### src/rtl/instr_fetch_unit_if.sv
// Fetch-unit bus bundle: instruction-memory request/response, redirect input and decode-side handshake.
interface instr_fetch_unit_if #(
    parameter int unsigned PC_WIDTH = 32
);
    logic                imem_req_valid;
    logic                imem_req_ready;
    logic [PC_WIDTH-1:0] imem_req_addr;
    logic                imem_rsp_valid;
    logic [31:0]         imem_rsp_data;
    logic                redirect_valid;
    logic [PC_WIDTH-1:0] redirect_pc;
    logic                inst_valid;
    logic                inst_ready;
    logic [31:0]         inst_data;
    logic [PC_WIDTH-1:0] inst_pc;

    modport master (
        output imem_req_valid, imem_req_addr, inst_valid, inst_data, inst_pc,
        input  imem_req_ready, imem_rsp_valid, imem_rsp_data, redirect_valid, redirect_pc, inst_ready
    );

    modport slave (
        input  imem_req_valid, imem_req_addr, inst_valid, inst_data, inst_pc,
        output imem_req_ready, imem_rsp_valid, imem_rsp_data, redirect_valid, redirect_pc, inst_ready
    );
endinterface

### src/rtl/instr_fetch_unit.sv
// Instruction fetch front end: credit-limited word fetches, in-order buffering, and redirect flush
// that discards in-flight responses.
module instr_fetch_unit #(
    parameter int unsigned         PC_WIDTH  = 32,
    parameter logic [PC_WIDTH-1:0] RESET_PC  = '0,
    parameter int unsigned         BUF_DEPTH = 2
) (
    input  logic               clk,
    input  logic               rst_n,
    instr_fetch_unit_if.master bus
);
    localparam int unsigned      PTR_W   = (BUF_DEPTH > 1) ? $clog2(BUF_DEPTH) : 1;
    localparam int unsigned      CNT_W   = $clog2(BUF_DEPTH + 1);
    localparam logic [PTR_W-1:0] PTR_MAX = PTR_W'(BUF_DEPTH - 1);

    logic [PC_WIDTH-1:0] r_fetch_pc;
    logic [CNT_W-1:0]    r_outstanding;
    logic [CNT_W-1:0]    r_drop_cnt;
    logic [CNT_W-1:0]    r_count;
    logic [PTR_W-1:0]    r_rd_ptr;
    logic [PTR_W-1:0]    r_wr_ptr;
    logic [PTR_W-1:0]    r_tag_rd;
    logic [PTR_W-1:0]    r_tag_wr;
    logic [31:0]         r_buf_data [BUF_DEPTH];
    logic [PC_WIDTH-1:0] r_buf_pc   [BUF_DEPTH];
    logic [PC_WIDTH-1:0] r_tag_pc   [BUF_DEPTH];
    logic                r_active;

    logic [CNT_W:0]      w_used;
    logic                w_req_fire;
    logic                w_rsp_fire;
    logic                w_push;
    logic                w_pop;
    logic [CNT_W-1:0]    w_outstanding_nxt;

    function automatic logic [PTR_W-1:0] f_inc(input logic [PTR_W-1:0] p);
        return (p == PTR_MAX) ? '0 : p + PTR_W'(1);
    endfunction

    // r_active holds requests off until the first edge after reset release.
    assign w_used             = {1'b0, r_outstanding} + {1'b0, r_count};
    assign bus.imem_req_valid = r_active && (w_used < (CNT_W + 1)'(BUF_DEPTH)) && !bus.redirect_valid;
    assign bus.imem_req_addr  = r_fetch_pc;
    assign bus.inst_valid     = (r_count != '0);
    assign bus.inst_data      = r_buf_data[r_rd_ptr];
    assign bus.inst_pc        = r_buf_pc[r_rd_ptr];

    assign w_req_fire = bus.imem_req_valid && bus.imem_req_ready;
    assign w_rsp_fire = bus.imem_rsp_valid && (r_outstanding != '0);
    assign w_push     = w_rsp_fire && (r_drop_cnt == '0) && !bus.redirect_valid;
    assign w_pop      = bus.inst_valid && bus.inst_ready;

    always_comb begin
        w_outstanding_nxt = r_outstanding;
        if (w_req_fire && !w_rsp_fire) begin
            w_outstanding_nxt = r_outstanding + CNT_W'(1);
        end else if (!w_req_fire && w_rsp_fire) begin
            w_outstanding_nxt = r_outstanding - CNT_W'(1);
        end
    end

    always_ff @(posedge clk or negedge rst_n) begin
        if (!rst_n) begin
            r_active      <= 1'b0;
            r_fetch_pc    <= RESET_PC;
            r_outstanding <= '0;
            r_drop_cnt    <= '0;
            r_count       <= '0;
            r_rd_ptr      <= '0;
            r_wr_ptr      <= '0;
            r_tag_rd      <= '0;
            r_tag_wr      <= '0;
            for (int unsigned i = 0; i < BUF_DEPTH; i++) begin
                r_buf_data[i] <= '0;
                r_buf_pc[i]   <= '0;
                r_tag_pc[i]   <= '0;
            end
        end else begin
            r_active      <= 1'b1;
            r_outstanding <= w_outstanding_nxt;
            if (w_req_fire) begin
                r_fetch_pc         <= r_fetch_pc + PC_WIDTH'(4);
                r_tag_pc[r_tag_wr] <= r_fetch_pc;
                r_tag_wr           <= f_inc(r_tag_wr);
            end
            if (w_rsp_fire) begin
                r_tag_rd <= f_inc(r_tag_rd);
            end
            // Tags of dropped responses still pop normally, so the tag queue survives a redirect.
            if (bus.redirect_valid) begin
                r_fetch_pc <= {bus.redirect_pc[PC_WIDTH-1:2], 2'b00};
                r_count    <= '0;
                r_rd_ptr   <= r_wr_ptr;
                r_drop_cnt <= w_outstanding_nxt;
            end else begin
                if (w_rsp_fire && (r_drop_cnt != '0)) begin
                    r_drop_cnt <= r_drop_cnt - CNT_W'(1);
                end
                if (w_push) begin
                    r_buf_data[r_wr_ptr] <= bus.imem_rsp_data;
                    r_buf_pc[r_wr_ptr]   <= r_tag_pc[r_tag_rd];
                    r_wr_ptr             <= f_inc(r_wr_ptr);
                end
                if (w_pop) begin
                    r_rd_ptr <= f_inc(r_rd_ptr);
                end
                if (w_push && !w_pop) begin
                    r_count <= r_count + CNT_W'(1);
                end else if (!w_push && w_pop) begin
                    r_count <= r_count - CNT_W'(1);
                end
            end
        end
    end

    a_rsp_has_request: assert property (@(posedge clk) disable iff (!rst_n)
        bus.imem_rsp_valid |-> (r_outstanding != '0));
endmodule

### src/flat_wrapper.sv
// flat-port wrapper written by rule: the top's interface ports become plain ports
module instr_fetch_unit_flat 
#(
    parameter int unsigned         PC_WIDTH  = 32,
    parameter logic [PC_WIDTH-1:0] RESET_PC  = '0,
    parameter int unsigned         BUF_DEPTH = 2
)
  (clk, rst_n, bus_imem_req_valid, bus_imem_req_addr, bus_inst_valid, bus_inst_data, bus_inst_pc, bus_imem_req_ready, bus_imem_rsp_valid, bus_imem_rsp_data, bus_redirect_valid, bus_redirect_pc, bus_inst_ready);
  instr_fetch_unit_if #(.PC_WIDTH(PC_WIDTH)) bus_i ();
  input  logic clk;
  input  logic rst_n;
  output wire logic [$bits(bus_i.imem_req_valid)-1:0] bus_imem_req_valid;
  output wire logic [$bits(bus_i.imem_req_addr)-1:0] bus_imem_req_addr;
  output wire logic [$bits(bus_i.inst_valid)-1:0] bus_inst_valid;
  output wire logic [$bits(bus_i.inst_data)-1:0] bus_inst_data;
  output wire logic [$bits(bus_i.inst_pc)-1:0] bus_inst_pc;
  input wire logic [$bits(bus_i.imem_req_ready)-1:0] bus_imem_req_ready;
  input wire logic [$bits(bus_i.imem_rsp_valid)-1:0] bus_imem_rsp_valid;
  input wire logic [$bits(bus_i.imem_rsp_data)-1:0] bus_imem_rsp_data;
  input wire logic [$bits(bus_i.redirect_valid)-1:0] bus_redirect_valid;
  input wire logic [$bits(bus_i.redirect_pc)-1:0] bus_redirect_pc;
  input wire logic [$bits(bus_i.inst_ready)-1:0] bus_inst_ready;
  assign bus_imem_req_valid = bus_i.imem_req_valid;
  assign bus_imem_req_addr = bus_i.imem_req_addr;
  assign bus_inst_valid = bus_i.inst_valid;
  assign bus_inst_data = bus_i.inst_data;
  assign bus_inst_pc = bus_i.inst_pc;
  assign bus_i.imem_req_ready = bus_imem_req_ready;
  assign bus_i.imem_rsp_valid = bus_imem_rsp_valid;
  assign bus_i.imem_rsp_data = bus_imem_rsp_data;
  assign bus_i.redirect_valid = bus_redirect_valid;
  assign bus_i.redirect_pc = bus_redirect_pc;
  assign bus_i.inst_ready = bus_inst_ready;
  instr_fetch_unit #(.PC_WIDTH(PC_WIDTH), .RESET_PC(RESET_PC), .BUF_DEPTH(BUF_DEPTH)) u_core (.clk(clk), .rst_n(rst_n), .bus(bus_i));
endmodule
### config.mk
export PLATFORM = sky130hd
export DESIGN_NAME = instr_fetch_unit_flat
export DESIGN_NICKNAME = d
export VERILOG_FILES = /design/src/rtl/instr_fetch_unit_if.sv /design/src/rtl/instr_fetch_unit.sv /design/src/flat_wrapper.sv
export SDC_FILE = /design/constraint.sdc
export NUM_CORES = 1
export LEC_CHECK = 0
export BUFFER_PORTS_ARGS = -buffer_cell sky130_fd_sc_hd__buf_2
export CORE_MARGIN = 2
export CORE_UTILIZATION = 52
export DETAILED_ROUTE_END_ITERATION = 8
export GPL_TIMING_DRIVEN = 0
export PLACE_DENSITY_LB_ADDON = 0.25
export SLEW_MARGIN = 15
export SYNTH_ARGS = -nofsm -noshare
export SYNTH_HDL_FRONTEND = slang
export SYNTH_SLANG_ARGS = --single-unit
### constraint.sdc
create_clock -name clk -period 5.95 [get_ports clk]
set_input_delay 0.2975 -clock clk [delete_from_list [all_inputs] [get_ports clk]]
set_output_delay 0.2975 -clock clk [all_outputs]
set_load 0.005 [all_outputs]
==> results of run 1 <==
[path summary, 6_finish.rpt]
path,from,end,slack [ps],cells past startpoint
max reg2reg,u_core.r_outstanding[1],u_core.r_buf_pc[8],3200,8
max,u_core.r_outstanding[1],u_core.r_buf_pc[8],3200,8
min reg2reg,u_core.r_tag_wr,u_core.r_tag_wr,500,1
min in group asynchronous,rst_n,u_core.r_buf_data[40],270,2
max in group asynchronous,rst_n,u_core.r_tag_pc[22],4840,3
min,bus_redirect_pc[5],u_core.bus.imem_req_addr[5],10,3
[routing by layer]
metal,vias to the layer above,part of all wire [%]
li1,3437,-
met1,3601,46
met2,197,47
met3,31,5.5
met4,0,1.7
met5,-,0
[stage by stage]
step	setup WS [ps]	area [um2]	std cells	hold slack, ps	util, %
finish	3200	12500	1335	9.56	64.3
global route	2930	12500	1335	6.10	64.3
CTS	3160	12500	1335	2.43	64.3
detailed placement	3220	11400	1277	223	58.9
global placement	701	11400	1275	483	58.6
floorplan	3530	10200	849	1.91	-
[Yosys cell counts (2+ instances only)]
cell type / number
nor3b_1: 2
o21ai_0: 18
ha_1: 3
mux2_2: 188
o211a_1: 2
nand3_1: 10
a21oi_1: 63
dfrtp_1: 225
maj3_1: 2
o41ai_1: 2
nand4bb_1: 2
conb_1: 2
xnor2_1: 10
a211o_1: 2
or3_1: 6
o211ai_1: 6
nand4_1: 11
and4_1: 5
or4_1: 5
o31ai_1: 5
buf_2: 15
xor2_1: 6
or4b_1: 2
mux2i_1: 35
nor3_1: 6
buf_1: 11
and3_1: 6
nor4_1: 9
inv_1: 13
buf_4: 4
nand2_1: 39
clkbuf_1: 28
nor2b_1: 3
a31oi_1: 6
nand2b_1: 3
nor2_1: 74
and2_1: 2
[sequential cells by signal (all words and copies together), names as in the netlist, 2 cells and up]
name and flops:
u_core.r_drop_cnt 2, u_core.r_buf_data 64, u_core.r_count 2, u_core.r_buf_pc 60, u_core.r_outstanding 2, u_core.bus.imem_req_addr 30, u_core.r_tag_pc 60
[power by group]
| group | total [W] | switching (W) | internal, W |
|---|---|---|---|
| clock network | 0.00165 | 0.000617 | 0.00103 |
| logic | 0.00204 | 0.000932 | 0.00111 |
| registers | 0.00252 | 0.000344 | 0.00217 |
| total | 0.00621 | 0.00189 | 0.00431 |
[timing repair]
action / in CTS / in global routing
setup endpoints to repair: 0 / 0
hold buffers: 14 / 0
hold endpoints to repair: 58 / 0
[final cells by class]
| class | count | area (um2) | share of cell area, % |
|---|---|---|---|
| tap | 265 | 332 | 2.66 |
| inverter | 13 | 48.8 | 0.391 |
| timing repair buffer | 177 | 1010 | 8.11 |
| buffer | 59 | 256 | 2.06 |
| multi-input combinational | 552 | 4290 | 34.4 |
| clock buffer | 30 | 683 | 5.48 |
| clock inverter | 14 | 211 | 1.70 |
| sequential | 225 | 5630 | 45.2 |
[cells by family (layout without fill, tap and decap cells)]
| family | count (synthesis) | in the layout | synth area share (%) |
|---|---|---|---|
| flops | 225 | 225 | 55.1 |
| mux | 223 | 223 | 24.1 |
| simple gates | 191 | 191 | 9.27 |
| compound gates | 111 | 111 | 6.28 |
| buf+inv | 72 | 293 | 2.99 |
| xor+xnor | 16 | 16 | 1.37 |
| fa+ha+maj | 6 | 6 | 0.759 |
| other cells | 2 | 5 | 0.0735 |
[worst max-delay path, delay by kind of cell, from the launching register on]
kind	cells	cell delay, ps
AOI/OAI and AO/OA	1	120
adders and majority gates	1	190
buffers and inverters	4	1080
DFF	1	400
and+or+nand+nor	2	820
==> impl_results.md, run 1 <==
- Unrepaired setup endpoints after global routing: false
- Cells after Synth: 846
- Ys flop type: dfrtp_1
- Pwr Density: 498 nW/um2
- Fill count: 1578
- Vias: 7266
- Final Max Slew Viols: 0
- Ys Warns: 0
- CP max-delay cell: nor3b_1
- Vias in the first global route: 7174
- Setup TNS: 0 ps
- Post-synth EDFFs: 0
- Commonest non-fill, non-tap cell in the layout: dfrtp_1
- CTS tree: built
- Port-buffer cells: 161
- Final GP Congestion: 0.807
- Row Count: 51
- Post-layout min period: 2750 ps
- Max Clock Skew: 15.5 ps
- Die width: 144 um
- Post-cts sizing count: 0
- Root Driver: clkbuf_16
- Post-CTS Setup Repair Bufs: 0
- CTS clk-pin slew, worst paths: 70 ps
- Die area: 20800 um2
- Crit Path Category: reg2reg
- Commonest non-fill, non-tap cells in the layout: 225 x dfrtp_1, 188 x mux2_2, 175 x buf_2, 74 x nor2_1, 63 x a21oi_1
- Core footprint: 19400 um2
- Synthesized area: 10200 um2
- Critical Path Sink Type: flip-flop
- Layer with the highest usage: met2
- Drt wl/cell: 17.8 um
- Share of cells above drive strength 1: 39.1%
- Synth Area per Inst: 12.1 um2
- Met3 Track Usage GR: 3.74%
- Hold Path Class: in2reg
- Max clock buf depth: 3
- Relative slew slack: 50.1%
- Synth unique cells: 52
- Detailed-route wire length: 23700 um
- Largest cells by area after synthesis: dfrtp_1 55%, mux2_2 21%, mux2i_1 3.4%
- Seq cells post-synth: 225
- Drt pass-1 iters: 7
- CTS buffer count: 24
- Sink Count: 225
- Detailed Route Iter0 Violations: 403
- # diodes: 0
- Post-route DRC violation count: 0
- Worst Path Max Fanout: 10
- Final nets: 1126
- Top cell type by total area after synthesis: dfrtp_1
- GR Util met2: 37.7%
- Final worst-path cycle share: 46.2%
- Vias per inst: 5.44
- CP arrival: 3140 ps
- Worst vdd ir: 249 uV
- Latest clock arrival within the worst-skew pair: 520 ps
- LEAKAGE: 5.78 nW
- Status: finished, final reports clean
- GRT Residual Overflow: 0
- Setup-failing EPs final: 0
- I/O pin count: 168
- Pin count of the biggest net entering global routing: 101
- Tot GR Track Use: 23.0%
- Final Total Pwr: 0.00621 W
- Slowest Stage Delay on Critical Path: 540 ps
- Max Cap Viol: 0
- Critical Path RT: 6340 ps
- Worst Tran Pin Value: 748 ps
- Worst-path cell chain: inv_1 > ha_1 > nand3b_1 > nor3b_1 > buf_2 > buf_2 > buf_2 > a21oi_1
- Synth top area share: 55.1%
- First-pass GRT wire length: 37600 um
- F_max: 0.364 GHz
- Fin. Hold Viols: 0
- DP HPWL: 16500 um
- Initial antenna violation count: 0
- Seq/Total Area, Yosys: 55.1%
- Post-synth ARST share: 100%
- Antenna Violating Nets Remaining: 0
- Routing usage on met1: 32.7%
- Synthesis-to-layout area growth: 22.0%
- Critical path launch point type: flip-flop
- Initial core utilization: 52.7%
- H-Tree Depth: 1
- Worst path most repeated cell: buf_2
- Die H: 144 um
(Power assumes the default switching activity.)
==> run 2: changes to the inputs <==
Settings changed: ABC_AREA set to 1.
Clock period 5.95 ns to 2.83 ns, I/O delays scaled along.
==> run 2 against run 1 <==
Against the previous run:
- die area grew 6.1%
- combinational power is 120% higher
- utilization up 2.3 points
- highest routed layer unchanged
- clock skew increased by 11 ps
- synthesized cell count up 67%
- critical endpoint is now u_core.r_tag_pc[13]
- total power rose by 110%
- sequential cell count stayed put
==> impl_results.md, run 2 <==
- Setup-failing EPs final: 0 (unchanged)
- Detailed Route Iter0 Violations: 707 (+75%)
- Final Max Slew Viols: 0 (unchanged)
- Synth Area per Inst: 7.68 um2 (-36%)
- Worst Path Max Fanout: 10 (unchanged)
- Detailed-route wire length: 29300 um (+24%)
- Worst R2R Start: u_core.r_count[0]
- CTS tree: built
- Crit Path Category: reg2reg
- Share of cells above drive strength 1: 16.6% (-22 points)
- Synth unique cells: 34 (-35%)
- Final GP Congestion: 0.971 (+20%)
- Status: finished, final reports clean
- Antenna Violating Nets Remaining: 0 (unchanged)
- Largest register by flop count: u_core.r_buf_data
- Max clock buf depth: 3 (unchanged)
- Drt pass-1 iters: 7 (unchanged)
- Footprint of the multi-input gates: 4340 um2 (+1.0%)
- Critical Path RT: 3190 ps (-3150 ps)
- DP HPWL: 20000 um (+21%)
- Commonest non-fill, non-tap cell in the layout: nand2_1
- Post-synth EDFFs: 0 (unchanged)
- Post-Place Cells: 1851 (+45%)
- Vias: 9928 (+37%)
- Post-layout min period: 2460 ps (-284 ps)
- Synth top area share: 51.8% (-3.3 points)
- Seq cells post-synth: 225 (unchanged)
- CTS buffer count: 24 (unchanged)
- Row Count: 52 (+2.0%)
- H-Tree Depth: 1 (unchanged)
- Vias in the first global route: 9561 (+33%)
- Pin count of the biggest net entering global routing: 96 (-5.0%)
- Critical Path Sink Type: flip-flop
- Max Clock Skew: 26.0 ps (+10.5 ps)
- Unrepaired setup endpoints after global routing: false
- Tot GR Track Use: 27.2% (+4.2 points)
- Seq/Total Area, Yosys: 51.8% (-3.3 points)
- FF-to-FF setup slack: 370 ps (-2840 ps)
- Latest clock arrival within the worst-skew pair: 520 ps (about the same)
- Post-cts sizing count: 0 (unchanged)
- Commonest non-fill, non-tap cells in the layout: 640 x nand2_1, 225 x dfrtp_1, 178 x buf_2, 129 x inv_1, 108 x o21ai_0
- I/O pin count: 168 (unchanged)
- Die area: 22100 um2 (+6.1%)
- Finished Layout Cells: 1959 (+47%)
- Top cell type by total area after synthesis: dfrtp_1
- # diodes: 0 (unchanged)
- Dpl cell area: 12100 um2 (+5.7%)
- Worst hold start: bus_imem_req_ready
- Max reg flops: 64 (unchanged)
- CP arrival: 2830 ps (-310 ps)
- Synthesized area: 10900 um2 (+6.3%)
- Sink Count: 225 (unchanged)
- Final worst-path cycle share: 87.1% (+41 points)
- Vias per inst: 5.07 (-6.9%)
- Top post-synthesis cells by count: 640 x nand2_1, 225 x dfrtp_1, 129 x inv_1
- Cells after Synth: 1415 (+67%)
- Hold Path Class: in2reg
- Relative slew slack: 55.5% (+5.3 points)
- Critical path launch point type: flip-flop
- Synthesis-to-layout area growth: 24.7%
- Port-buffer cells: 161 (unchanged)
- Pre-CTS WS: 408 ps (-2810 ps)
- Fin. Hold Viols: 0 (unchanged)
- Initial antenna violation count: 0 (unchanged)
- Fill count: 1689 (+7.0%)
- Post-route cell area: 13500 um2 (+8.7%)
- LEAKAGE: 7.11 nW (+23%)
- Pwr Density: 964 nW/um2 (+94%)
- Initial core utilization: 53.3% (+0.68 points)
- Hold-critical path depth: 3 (unchanged)
- Hold EP: u_core.bus.imem_req_addr[9]
- Largest cells by area after synthesis: dfrtp_1 52%, nand2_1 22%, o21ai_0 5.0%
- F_max: 0.406 GHz (+12%)
- Worst Tran Pin Value: 668 ps (-80.2 ps)
- GRT Residual Overflow: 0 (unchanged)
- CTS clk-pin slew, worst paths: 60 ps (about the same)
- Max Cap Viol: 0 (unchanged)
- Largest registers: u_core.r_buf_data (64), u_core.r_buf_pc (60), u_core.r_tag_pc (60)
- Worst vdd ir: 441 uV (+77%)
- Post-route DRC violation count: 0 (unchanged)
- Root Driver: clkbuf_16
- Post-synth ARST share: 100% (unchanged)
- Ys Warns: 0 (unchanged)
- Die width: 149 um (+3.0%)
- Fin worst setup slack: 365 ps (-2840 ps)
- Hold WS: 60.5 ps (+51.0 ps)
- Reg2Reg Capture Point: u_core.r_tag_pc[13]
- Final nets: 1747 (+55%)
- First-pass GRT wire length: 48500 um (+29%)
- Final Total Pwr: 0.0131 W (+110%)
- Drt wl/cell: 15.0 um (-16%)
- R2R depth: 10 (+2)
- Die H: 149 um (+3.0%)
- Ys flop type: dfrtp_1
- Core footprint: 20400 um2 (+5.0%)
- Most frequent cell after synthesis: nand2_1
- Register area: 5630 um2 (unchanged)
run 2: cell count changes after synthesis, moves of 14 or more:
cell and delta:
a21oi_1 -62, buf_6 +14, inv_1 +116, mux2_2 -188, mux2i_1 -35, nand2_1 +601
nand3_1 +27, nor2_1 -22, o21ai_0 +90, o21ai_1 +74, o21ai_2 +31
run 2: cell families (layout without fill, tap and decap cells):
logic type	count (synthesis)	after routing	share of synthesized area (%)
flops	225	225	51.8
other cells	2	5	0.0691
compound gates	226	226	11.8
buf+inv	203	474	8.35
fa+ha+maj	4	4	0.530
xor+xnor	5	5	0.403
simple gates	750	750	27.1
run 2: area by class of cell:
class / instances / area share, %
inverters: 134 / 3.73
repair buffers: 229 / 11.3
clock inverters: 7 / 0.896
well taps: 270 / 2.49
multi-input cells: 990 / 32.0
plain buffers: 69 / 2.96
clock buffers: 35 / 5.03
flip-flops and latches: 225 / 41.6
run 2: worst max path at each step:
stage	from	endpoint	slack, ps	cells after the start
floorplan	u_core.r_count[0]	u_core.r_tag_pc[34]	820	10
global placement	rst_n	u_core.r_outstanding[1]	-2300	1
detailed placement	u_core.r_count[0]	u_core.bus.imem_req_addr[29]	410	10
CTS	u_core.r_rd_ptr	bus_inst_pc[26]	340	5
global route	u_core.r_count[0]	u_core.r_tag_pc[17]	150	10
finish	u_core.r_count[0]	u_core.r_tag_pc[13]	370	10
run 2: metal layers:
layer / wire length [um] / global-route usage [%] / vias to the layer above
met5: 0 / 0 / -
met1: 12800 / 38.1 / 4584
met4: 952 / 9.33 / 0
met2: 13700 / 44.4 / 363
li1: - / - / 4924
met3: 1900 / 3.16 / 57
run 2: repair_timing:
item	in CTS	in global routing
hold endpoints to repair	322	0
hold buffers	66	0
setup buffers	0	0
run 2: worst max-delay path, cell delays in order, from the launching register on:
cell and delay (ps):
dfrtp_1 430, nand2_1 80, inv_1 40, fa_1 450
nor2_1 250, nand3_4 210, inv_4 180, nand2_1 150
clkbuf_1 280, nand2_1 140, o21ai_0 100
run 2: stage by stage:
step | TNS (ps) | utilization [%]
2_1_floorplan | 0 | -
3_3_place_gp | -513840 | 59.0
3_5_place_dp | 0 | 59.3
4_1_cts | 0 | 66.5
5_1_grt | 0 | 66.5
6_report | 0 | 66.5
run 2: power by group:
| part | internal [W] | switching [W] | total [W] |
|---|---|---|---|
| Clock | 0.00194 | 0.00126 | 0.00320 |
| Sequential | 0.00455 | 0.000738 | 0.00528 |
| Combinational | 0.00176 | 0.00281 | 0.00457 |
| Total | 0.00825 | 0.00481 | 0.0131 |
==> run 3: changes to the inputs <==
Settings changed: CORE_ASPECT_RATIO set to 1.1.
==> run 3 against run 2 <==
Against the previous run:
- maximum frequency is 2.8% lower
- non-clock buffer count stayed put
- critical path depth is 4 lower
- via count is 0.45% higher
- total power is 0.57% lower
- critical endpoint is now bus_inst_data[2]
- critical path type is now reg2out
==> impl_results.md, run 3 (synthesis gave the netlist of run 2 again) <==
- Status: finished, final reports clean
- CP arrival: 2390 ps (-440 ps)
- F_max: 0.394 GHz (-2.8%)
- Net Sw Frac: 37.3% (+0.48 points)
- Largest register by flop count: u_core.r_buf_data
- CTS tree: built
- Worst-path cell chain: clkbuf_1 > inv_1 > clkbuf_1 > nand2_1 > nand2_1 > buf_2
- R2R depth: 10 (unchanged)
- Antenna Violating Nets Remaining: 0 (unchanged)
- Hold WS: 51.2 ps (-9.31 ps)
- GRT Residual Overflow: 0 (unchanged)
- Sink Count: 225 (unchanged)
- LEAKAGE: 7.10 nW (-0.15%)
- Pwr Density: 961 nW/um2 (-0.32%)
- Final worst-path cycle share: 89.6% (+2.5 points)
- Setup-failing EPs final: 0 (unchanged)
- Critical Path RT: 2690 ps (-500 ps)
- Slowest Stage Delay on Critical Path: 520 ps (+70 ps)
- Switching power: 0.00484 W (+0.72%)
- Final Total Pwr: 0.0130 W (-0.57%)
- Synthesis-to-layout area growth: 24.4%
- DP HPWL: 20200 um (+1.2%)
- Hold Path Class: in2reg
- Vias in the first global route: 9570 (+0.094%)
- Die width: 142 um (-4.5%)
- Largest registers: u_core.r_buf_data (64), u_core.r_buf_pc (60), u_core.r_tag_pc (60)
- Max Clock Skew: 12.9 ps (-13.0 ps)
- Hold EP: u_core.bus.imem_req_addr[9]
- Port-buffer cells: 161 (unchanged)
- Root Driver: clkbuf_16
- Drt wl/cell: 15.2 um (+1.7%)
- Worst Tran Pin Value: 690 ps (+21.8 ps)
- Relative slew slack: 54.0% (-1.5 points)
- Register area: 5630 um2 (unchanged)
- Clock share of power: 24.1% (-0.4 points)
- CP max-delay cell: clkbuf_1
- H-Tree Depth: 1 (unchanged)
- Worst R2R Start: u_core.r_count[0]
- Crit Path Category: reg2out
- Flop pwr share: 40.8% (+0.3 points)
- Commonest non-fill, non-tap cells in the layout: 640 x nand2_1, 225 x dfrtp_1, 178 x buf_2, 129 x inv_1, 108 x o21ai_0
- Final GP Congestion: 0.960 (-1.1%)
- CTS buffer count: 24 (unchanged)
- Comb pwr share: 35.1% (about the same)
- Row Count: 55 (+5.8%)
- Worst hold start: bus_imem_req_ready
- Fill count: 1766 (+4.6%)
- Post-layout min period: 2540 ps (+70.5 ps)
- Vias per inst: 5.12 (+1.1%)
- Core footprint: 20500 um2 (+0.70%)
- Buffers and inverters on the worst path: 4 (+1)
- # diodes: 0 (unchanged)
- Vias: 9973 (+0.45%)
- Worst Path Max Fanout: 10 (unchanged)
- Crit path max-delay family: buffers and inverters
- Drt pass-1 iters: 5 (-2)
- Setup TNS: 0 ps (unchanged)
- CTS clk-pin slew, worst paths: 60 ps (about the same)
- Max clock buf depth: 3 (unchanged)
- Fin. Hold Viols: 0 (unchanged)
- Detailed Route Iter0 Violations: 655 (-7.4%)
- Post-route DRC violation count: 0 (unchanged)
- End-of-flow core utilization: 65.9% (-0.63 points)
- Final Max Slew Viols: 0 (unchanged)
- Max Cap Viol: 0 (unchanged)
- Critical Path Sink Type: output port
- I/O pin count: 168 (unchanged)
- Post-cts sizing count: 0 (unchanged)
- Initial antenna violation count: 0 (unchanged)
- FF-to-FF setup slack: 380 ps (about the same)
- Unrepaired setup endpoints after global routing: false
- Share of cells above drive strength 1: 16.8% (+0.23 points)
- Detailed-route wire length: 29600 um (+1.1%)
- Commonest non-fill, non-tap cell in the layout: nand2_1
- Initial core utilization: 53.0% (-0.37 points)
- Latest clock arrival within the worst-skew pair: 520 ps (about the same)
- Die area: 22100 um2 (about the same)
- Worst vdd ir: 494 uV (+12%)
- Reg2Reg Capture Point: u_core.bus.imem_req_addr[29]
- Die H: 156 um (+4.8%)
- Hold-critical path depth: 3 (unchanged)
- Critical path launch point type: flip-flop
- Max reg flops: 64 (unchanged)
- Pin count of the biggest net entering global routing: 93 (-3.1%)
- Final nets: 1747 (unchanged)
- Int Power: 0.00814 W (-1.3%)
- First-pass GRT wire length: 47800 um (-1.3%)
- Tot GR Track Use: 27.0% (-0.26 points)
- Footprint of the multi-input gates: 4340 um2 (unchanged)
-- run 3: changes by cell type in the layout (fill, tap and decap cells not counted) --
| cell | before | now |
|---|---|---|
| clkbuf_8 | 4 | 5 |
| clkinvlp_4 | 0 | 3 |
| bufinv_16 | 3 | 1 |
| clkbuf_1 | 38 | 35 |
| clkbuf_16 | 24 | 25 |
| clkinv_2 | 3 | 5 |
| clkinv_8 | 1 | 0 |
-- run 3: area by class of cell --
type                    instances  area share (%)
repair buffers                229            11.3
plain buffers                  69            2.97
multi-input cells             990            32.1
well taps                     256            2.37
clock buffers                  34            5.25
flip-flops and latches        225            41.7
clock inverters                 9           0.574
inverters                     134            3.74
-- run 3: worst register-to-register path, cell delays in order, from the launching register on --
cell and delay, ps:
dfrtp_1 420, nand2_1 80, inv_1 40, fa_1 450, nor2_1 250, nand3_4 190
nand2_1 320, buf_2 360, o21ai_0 120, inv_1 60, nand2_1 50
-- run 3: metrics by stage --
stage,cell area [um2],cells,setup WS (ps)
finish,13500,1946,295
global route,13500,1946,158
CTS,13500,1946,298
detailed placement,12100,1837,410
global placement,12000,1835,-2280
floorplan,10900,1418,818
-- run 3: routing by layer --
metal	GRT usage [%]	vias up	wire length (um)
met5	0	-	0
met2	45.6	344	14500
li1	-	4906	-
met3	3.25	55	1870
met4	9.10	0	874
met1	36.4	4668	12400
-- run 3: worst max path at each step --
stage                            startpoint                      endpoint  cells after the start  slack [ps]
after global routing        u_core.r_rd_ptr                bus_inst_pc[9]                      5         160
after detailed placement  u_core.r_count[0]  u_core.bus.imem_req_addr[30]                     10         410
after CTS                   u_core.r_rd_ptr               bus_inst_pc[12]                      5         300
after floorplan           u_core.r_count[0]           u_core.r_tag_pc[34]                     10         820
final                       u_core.r_rd_ptr              bus_inst_data[2]                      6         290
after global placement                rst_n               u_core.r_active                      1       -2280
-- run 3: timing repair --
item | 4_1_cts | 5_1_grt
endpoints found under the hold margin | 165 | 0
hold buffers | 66 | 0
setup buffers | 0 | 0
-- run 3: power groups by stage --
| stage | clock network [W] | logic, W | registers [W] |
|---|---|---|---|
| 2_1_floorplan | 0 | 0.00287 | 0.00515 |
| 3_3_place_gp | 0 | 0.00434 | 0.00527 |
| 3_5_place_dp | 0 | 0.00446 | 0.00532 |
| 4_1_cts | 0.00317 | 0.00457 | 0.00527 |
| 5_1_grt | 0.00330 | 0.00520 | 0.00546 |
| 6_report | 0.00312 | 0.00456 | 0.00530 |
